File: src/rtl/stopwatch_pkg.sv
// Shared types and BCD limits for the MM:SS stopwatch.
package stopwatch_pkg;

  typedef enum logic [1:0] {
    IDLE  = 2'd0,
    RUN   = 2'd1,
    PAUSE = 2'd2
  } state_t;

  typedef logic [3:0] bcd_t;

  localparam bcd_t SEC_ONES_MAX = 4'd9;
  localparam bcd_t SEC_TENS_MAX = 4'd5;

endpackage

File: src/rtl/sync_rise_detect.sv
// Two-flop synchroniser plus edge register; rise is a one-cycle pulse two clk edges after
// the input is first sampled high. No backpressure.
module sync_rise_detect (
  input  logic clk,
  input  logic rst_n,
  input  logic async_in,
  output logic rise
);

  logic s1, s2, s3;

  always_ff @(posedge clk or negedge rst_n) begin
    if (!rst_n) begin
      s1 <= 1'b0;
      s2 <= 1'b0;
      s3 <= 1'b0;
    end else begin
      s1 <= async_in;
      s2 <= s1;
      s3 <= s2;
    end
  end

  assign rise = s2 & ~s3;

endmodule

File: src/rtl/stopwatch_bcd_counter.sv
// MM:SS BCD stopwatch stepped by slow_clk rising edges; count registers two clk edges after a
// sampled slow_clk rise, no backpressure. STOPWATCH_LAP_HOLD_EN adds a lap freeze of the digit outputs.
module stopwatch_bcd_counter
  import stopwatch_pkg::*;
#(
  parameter int TICKS_PER_COUNT = 1,
  parameter int MAX_MIN         = 59
) (
  input  logic       clk,
  input  logic       rst_n,
  input  logic       slow_clk,
  input  logic       start_stop,
  input  logic       clear,
`ifdef STOPWATCH_LAP_HOLD_EN
  input  logic       lap,
`endif
  output logic [3:0] sec_ones,
  output logic [3:0] sec_tens,
  output logic [3:0] min_ones,
  output logic [3:0] min_tens,
  output logic       running,
  output logic       rollover
);

  localparam logic [7:0] PRESC_LAST = 8'(TICKS_PER_COUNT - 1);
  localparam bcd_t       MM_TENS    = bcd_t'(MAX_MIN / 10);
  localparam bcd_t       MM_ONES    = bcd_t'(MAX_MIN % 10);

  state_t     state;
  logic [7:0] presc;
  logic       start_stop_q;
  logic       tick;
  logic       cmd;
  bcd_t       so_q, st_q, mo_q, mt_q;
  bcd_t       so_n, st_n, mo_n, mt_n;
  logic       wrap;

  sync_rise_detect u_slow_sync (
    .clk      (clk),
    .rst_n    (rst_n),
    .async_in (slow_clk),
    .rise     (tick)
  );

  assign cmd = start_stop & ~start_stop_q;

  // Next count value, ripple-carried through all four digits in one cycle.
  always_comb begin
    so_n = so_q + 4'd1;
    st_n = st_q;
    mo_n = mo_q;
    mt_n = mt_q;
    wrap = 1'b0;
    if (so_q == SEC_ONES_MAX) begin
      so_n = 4'd0;
      st_n = st_q + 4'd1;
      if (st_q == SEC_TENS_MAX) begin
        st_n = 4'd0;
        if (mt_q == MM_TENS && mo_q == MM_ONES) begin
          mo_n = 4'd0;
          mt_n = 4'd0;
          wrap = 1'b1;
        end else if (mo_q == SEC_ONES_MAX) begin
          mo_n = 4'd0;
          mt_n = mt_q + 4'd1;
        end else begin
          mo_n = mo_q + 4'd1;
        end
      end
    end
  end

  always_ff @(posedge clk or negedge rst_n) begin
    if (!rst_n) begin
      state        <= IDLE;
      running      <= 1'b0;
      rollover     <= 1'b0;
      presc        <= 8'd0;
      start_stop_q <= 1'b0;
      so_q         <= 4'd0;
      st_q         <= 4'd0;
      mo_q         <= 4'd0;
      mt_q         <= 4'd0;
    end else begin
      start_stop_q <= start_stop;
      rollover     <= 1'b0;
      if (clear) begin
        state   <= IDLE;
        running <= 1'b0;
        presc   <= 8'd0;
        so_q    <= 4'd0;
        st_q    <= 4'd0;
        mo_q    <= 4'd0;
        mt_q    <= 4'd0;
      end else if (cmd) begin
        // A tick landing on a control edge is intentionally lost.
        case (state)
          RUN: begin
            state   <= PAUSE;
            running <= 1'b0;
          end
          default: begin
            state   <= RUN;
            running <= 1'b1;
          end
        endcase
      end else if (state == RUN && tick) begin
        if (presc == PRESC_LAST) begin
          presc    <= 8'd0;
          so_q     <= so_n;
          st_q     <= st_n;
          mo_q     <= mo_n;
          mt_q     <= mt_n;
          rollover <= wrap;
        end else begin
          presc <= presc + 8'd1;
        end
      end else if (state == IDLE) begin
        presc <= 8'd0;
      end
    end
  end

`ifdef STOPWATCH_LAP_HOLD_EN
  logic lap_q;
  logic hold;
  bcd_t h_so, h_st, h_mo, h_mt;
  logic lap_cmd;

  assign lap_cmd = lap & ~lap_q;

  always_ff @(posedge clk or negedge rst_n) begin
    if (!rst_n) begin
      lap_q <= 1'b0;
      hold  <= 1'b0;
      h_so  <= 4'd0;
      h_st  <= 4'd0;
      h_mo  <= 4'd0;
      h_mt  <= 4'd0;
    end else begin
      lap_q <= lap;
      if (clear) begin
        hold <= 1'b0;
      end else if (lap_cmd && state == RUN) begin
        hold <= ~hold;
        if (!hold) begin
          h_so <= so_q;
          h_st <= st_q;
          h_mo <= mo_q;
          h_mt <= mt_q;
        end
      end
    end
  end

  assign sec_ones = hold ? h_so : so_q;
  assign sec_tens = hold ? h_st : st_q;
  assign min_ones = hold ? h_mo : mo_q;
  assign min_tens = hold ? h_mt : mt_q;
`else
  assign sec_ones = so_q;
  assign sec_tens = st_q;
  assign min_ones = mo_q;
  assign min_tens = mt_q;
`endif

endmodule

File: config.mk
export PLATFORM = sky130hd
export DESIGN_NAME = stopwatch_bcd_counter
export DESIGN_NICKNAME = d
export VERILOG_FILES = /design/src/rtl/stopwatch_pkg.sv /design/src/rtl/sync_rise_detect.sv /design/src/rtl/stopwatch_bcd_counter.sv
export SDC_FILE = /design/constraint.sdc
export NUM_CORES = 1
export LEC_CHECK = 0
export CORE_ASPECT_RATIO = 0.5
export CORE_MARGIN = 2
export CORE_UTILIZATION = 46
export CTS_CLUSTER_DIAMETER = 200
export DETAILED_ROUTE_END_ITERATION = 8
export MAX_ROUTING_LAYER = met4
export PLACE_DENSITY = 0.69
export SYNTH_ARGS = -nofsm -noshare
export SYNTH_HDL_FRONTEND = slang
export SYNTH_HIERARCHICAL = 1
export SYNTH_SLANG_ARGS = --single-unit
File: constraint.sdc
create_clock -name clk -period 2.16 [get_ports clk]
set_input_delay 0.324 -clock clk [delete_from_list [all_inputs] [get_ports clk]]
set_output_delay 0.324 -clock clk [all_outputs]
set_load 0.02 [all_outputs]
==> out/metrics.csv <==
stage,metric,value,unit
status,outcome,"finished, final reports clean",
hold_path,Hold WC Path Type,register to register,
clock_tree,Max clock buf depth,2,
clock_tree,Hold Buf Count CTS,0,
routing,drt drc,0,
timing,Rel. slew slack,73.56,%
setup_path,critical path class,register to register,
finish,share of layout cells above drive strength 1,12.32,%
timing,fin crit share,93.50,%
routing,Vias,1444,
synth,Synth Flop Type,dfrtp_1,
die,Die Y,47.17,µm
synth,Post-Syn Area,1714,µm²
placement,dpl hpwl,2460,µm
timing,endpoints failing setup,0,
synth,Syn Inst Count,171,
synth,post-synthesis cell type count,41,
die,chip width,90.33,µm
finish,most frequent cells in the layout,"dfrtp_1, clkdlybuf4s50_1, o21ai_0, a21oi_1, nor2_1",
placement,Placed Cells,244,
routing,DRT Pass-1 Iters,4,
finish,Finished Core Util,60.96,%
die,Rows,15,
die,Die Area,4260,µm²
placement,PortBufs,22,
global_route,first-pass GRT wire length,6161,µm
global_route,GRT Total Usage,19.30,%
clock_tree,clock sinks,31,
clock_tree,Skew-Pair Late Insertion Delay,0.28,ns
finish,Nets,215,
timing,Min Hold Slack,0.3528,ns
pwr,Pwr Density,542.9,nW/µm²
die,core box area,3510,µm²
setup_path,crit path DAT,2.17,ns
synth,"EDFF count, synth",0,
timing,minimum clock period,2.020,ns
clock_tree,TritonCTS Buffers,5,
die,I/O pin total,23,
setup_path,Worst EP required,2.31,ns
setup_path,CP endpoint kind,register,
routing,drt initial violations,54,
global_route,GR Overflow Total,0,
finish,area grow syn2layout,24.82,%
clock_tree,root buffer cell,clkbuf_8,
pwr,VDD IR-drop max,332.0,µV
timing,Max Slew Vio Count,0,
die,Starting Density,48.84,%
timing,Max Freq,495.2,MHz
clock_tree,CTS tree,yes,
setup_path,crit path max fanout,16,
synth,Avg Inst Size Synth,10.02,µm²
clock_tree,CTS H-tree depth,2,
timing,Fin Setup TNS,0,ns
timing,Worst-Margin Slew,0.3945,ns
finish,Filler cells,309,
routing,Vias/cell,5.685,
synth,register area share after synthesis,45.26,%
global_route,pin count of the biggest net entering global routing,32,
synth,asr flop ratio synth,100.0,%
routing,post-route ant nets,0,
finish,Ant. Diodes,0,
synth,"FF+latch count, synth",31,
global_route,vias in the first global route,1340,
synth,syn nets,184,
setup_path,Worst setup SP type,register,
routing,average wire per standard cell,13.95,µm
timing,final hold violation count,0,
routing,WL final,3544,µm
finish,"most common cell after layout, fill and taps aside",dfrtp_1,
finish,fin cells,254,
job,Max Cap Viol,0,
global_route,initial antenna violation count,0,
clock_tree,Worst-path clk slew,0.07,ns
timing,clock skew,0.005180,ns
pwr,Total Power,1.161,mW
synth,Yosys Warn Count,6,
placement,routability congestion estimate,0.7935,
pwr,Lkg Pwr,0.9047,nW
==> area by class of cell <==
class                   count  area (µm²)  area share [%]
well taps                  51       63.81           2.982
clock buffers               8       100.1           4.678
multi-input cells         126       888.4           41.52
inverters                   8       30.03           1.404
repair buffers             30       280.3           13.10
flip-flops and latches     31       777.0           36.32
==> layer usage <==
metal  vias up  share of wire (%)  track usage, %
li1        704                  -               -
met1       720                 53           24.90
met2        18                 44           30.53
met3         2                3.1           5.457
met4         0               0.56           5.538
met5         -                  0               -
==> worst paths after layout <==
check	startpoint	to	slack [ns]	cells after the start
max reg2reg	presc[0]$_DFFE_PN0P_	sec_tens[3]$_DFFE_PN0P_	0.14	7
min	u_slow_sync/s1$_DFF_PN0_	u_slow_sync/s2$_DFF_PN0_	0.35	0
max	presc[0]$_DFFE_PN0P_	sec_tens[3]$_DFFE_PN0P_	0.14	7
max in group asynchronous	rst_n	presc[1]$_DFFE_PN0P_	1.41	2
min reg2reg	u_slow_sync/s1$_DFF_PN0_	u_slow_sync/s2$_DFF_PN0_	0.35	0
min in group asynchronous	rst_n	u_slow_sync/s3$_DFF_PN0_	0.44	2
==> through the flow <==
step | worst slack (ns) | cell area, µm²
after floorplan | 0.2268 | 1714
after global placement | 0.1397 | 2012
after detailed placement | 0.01603 | 2012
after CTS | 0.02508 | 2112
after global routing | -0.01821 | 2140
final | 0.1404 | 2140
==> cell usage after synthesis, types with 2 or more instances <==
cell | n | share of area (%)
and3b_1 | 4 | 2.0
o311ai_0 | 2 | 1.0
nand3b_1 | 2 | 0.88
mux2_2 | 2 | 1.3
nand4_1 | 2 | 0.73
or4_1 | 8 | 3.5
o31ai_1 | 4 | 1.8
nor3b_1 | 2 | 0.88
and4_1 | 2 | 1.0
dfrtp_1 | 31 | 45
o21ai_0 | 14 | 4.1
a21oi_1 | 13 | 3.8
clkbuf_1 | 3 | 0.66
or3_1 | 4 | 1.5
nor2b_1 | 6 | 2.2
nand3_1 | 7 | 2.0
ha_1 | 8 | 5.8
o41ai_1 | 2 | 1.0
inv_1 | 8 | 1.8
nand2_1 | 7 | 1.5
and3_1 | 3 | 1.1
nor2_1 | 10 | 2.2
a22o_1 | 7 | 3.6
nor3_1 | 3 | 0.88
==> state kept, by name, indices dropped and copies added (netlist names) <==
name            cells
u_slow_sync/s3      1
u_slow_sync/s2      1
rollover            1
sec_tens            4
u_slow_sync/s1      1
sec_ones            4
state               2
min_tens            4
start_stop_q        1
min_ones            4
presc               8
==> worst max-delay path, stage by stage, from the launching register on <==
cell,delay (ns)
dfrtp_1,0.41
inv_1,0.09
ha_1,0.15
nor4b_4,0.26
nand4_4,0.26
buf_4,0.25
o311ai_0,0.34
o41ai_1,0.13
==> cells by family (layout without fill, tap and decap cells) <==
group / count (synthesis) / count (layout) / synth area share (%)
xor+xnor: 1 / 1 / 0.5110
simple gates: 70 / 70 / 26.79
mux: 2 / 2 / 1.314
compound gates: 45 / 45 / 16.72
fa+ha+maj: 8 / 8 / 5.840
flops: 31 / 31 / 45.26
buf+inv: 14 / 46 / 3.576
==> report_power, final <==
group / internal (mW) / total (mW) / switching, mW
clock network: 0.291 / 0.505 / 0.214
registers: 0.587 / 0.592 / 0.00517
logic: 0.0262 / 0.0650 / 0.0388
total: 0.904 / 1.16 / 0.258
==> timing repair <==
item	4_1_cts	5_1_grt
endpoints found under the setup margin	0	14
setup buffers	0	2
gates resized for setup	0	4
Power figures use the tool's default switching activity.
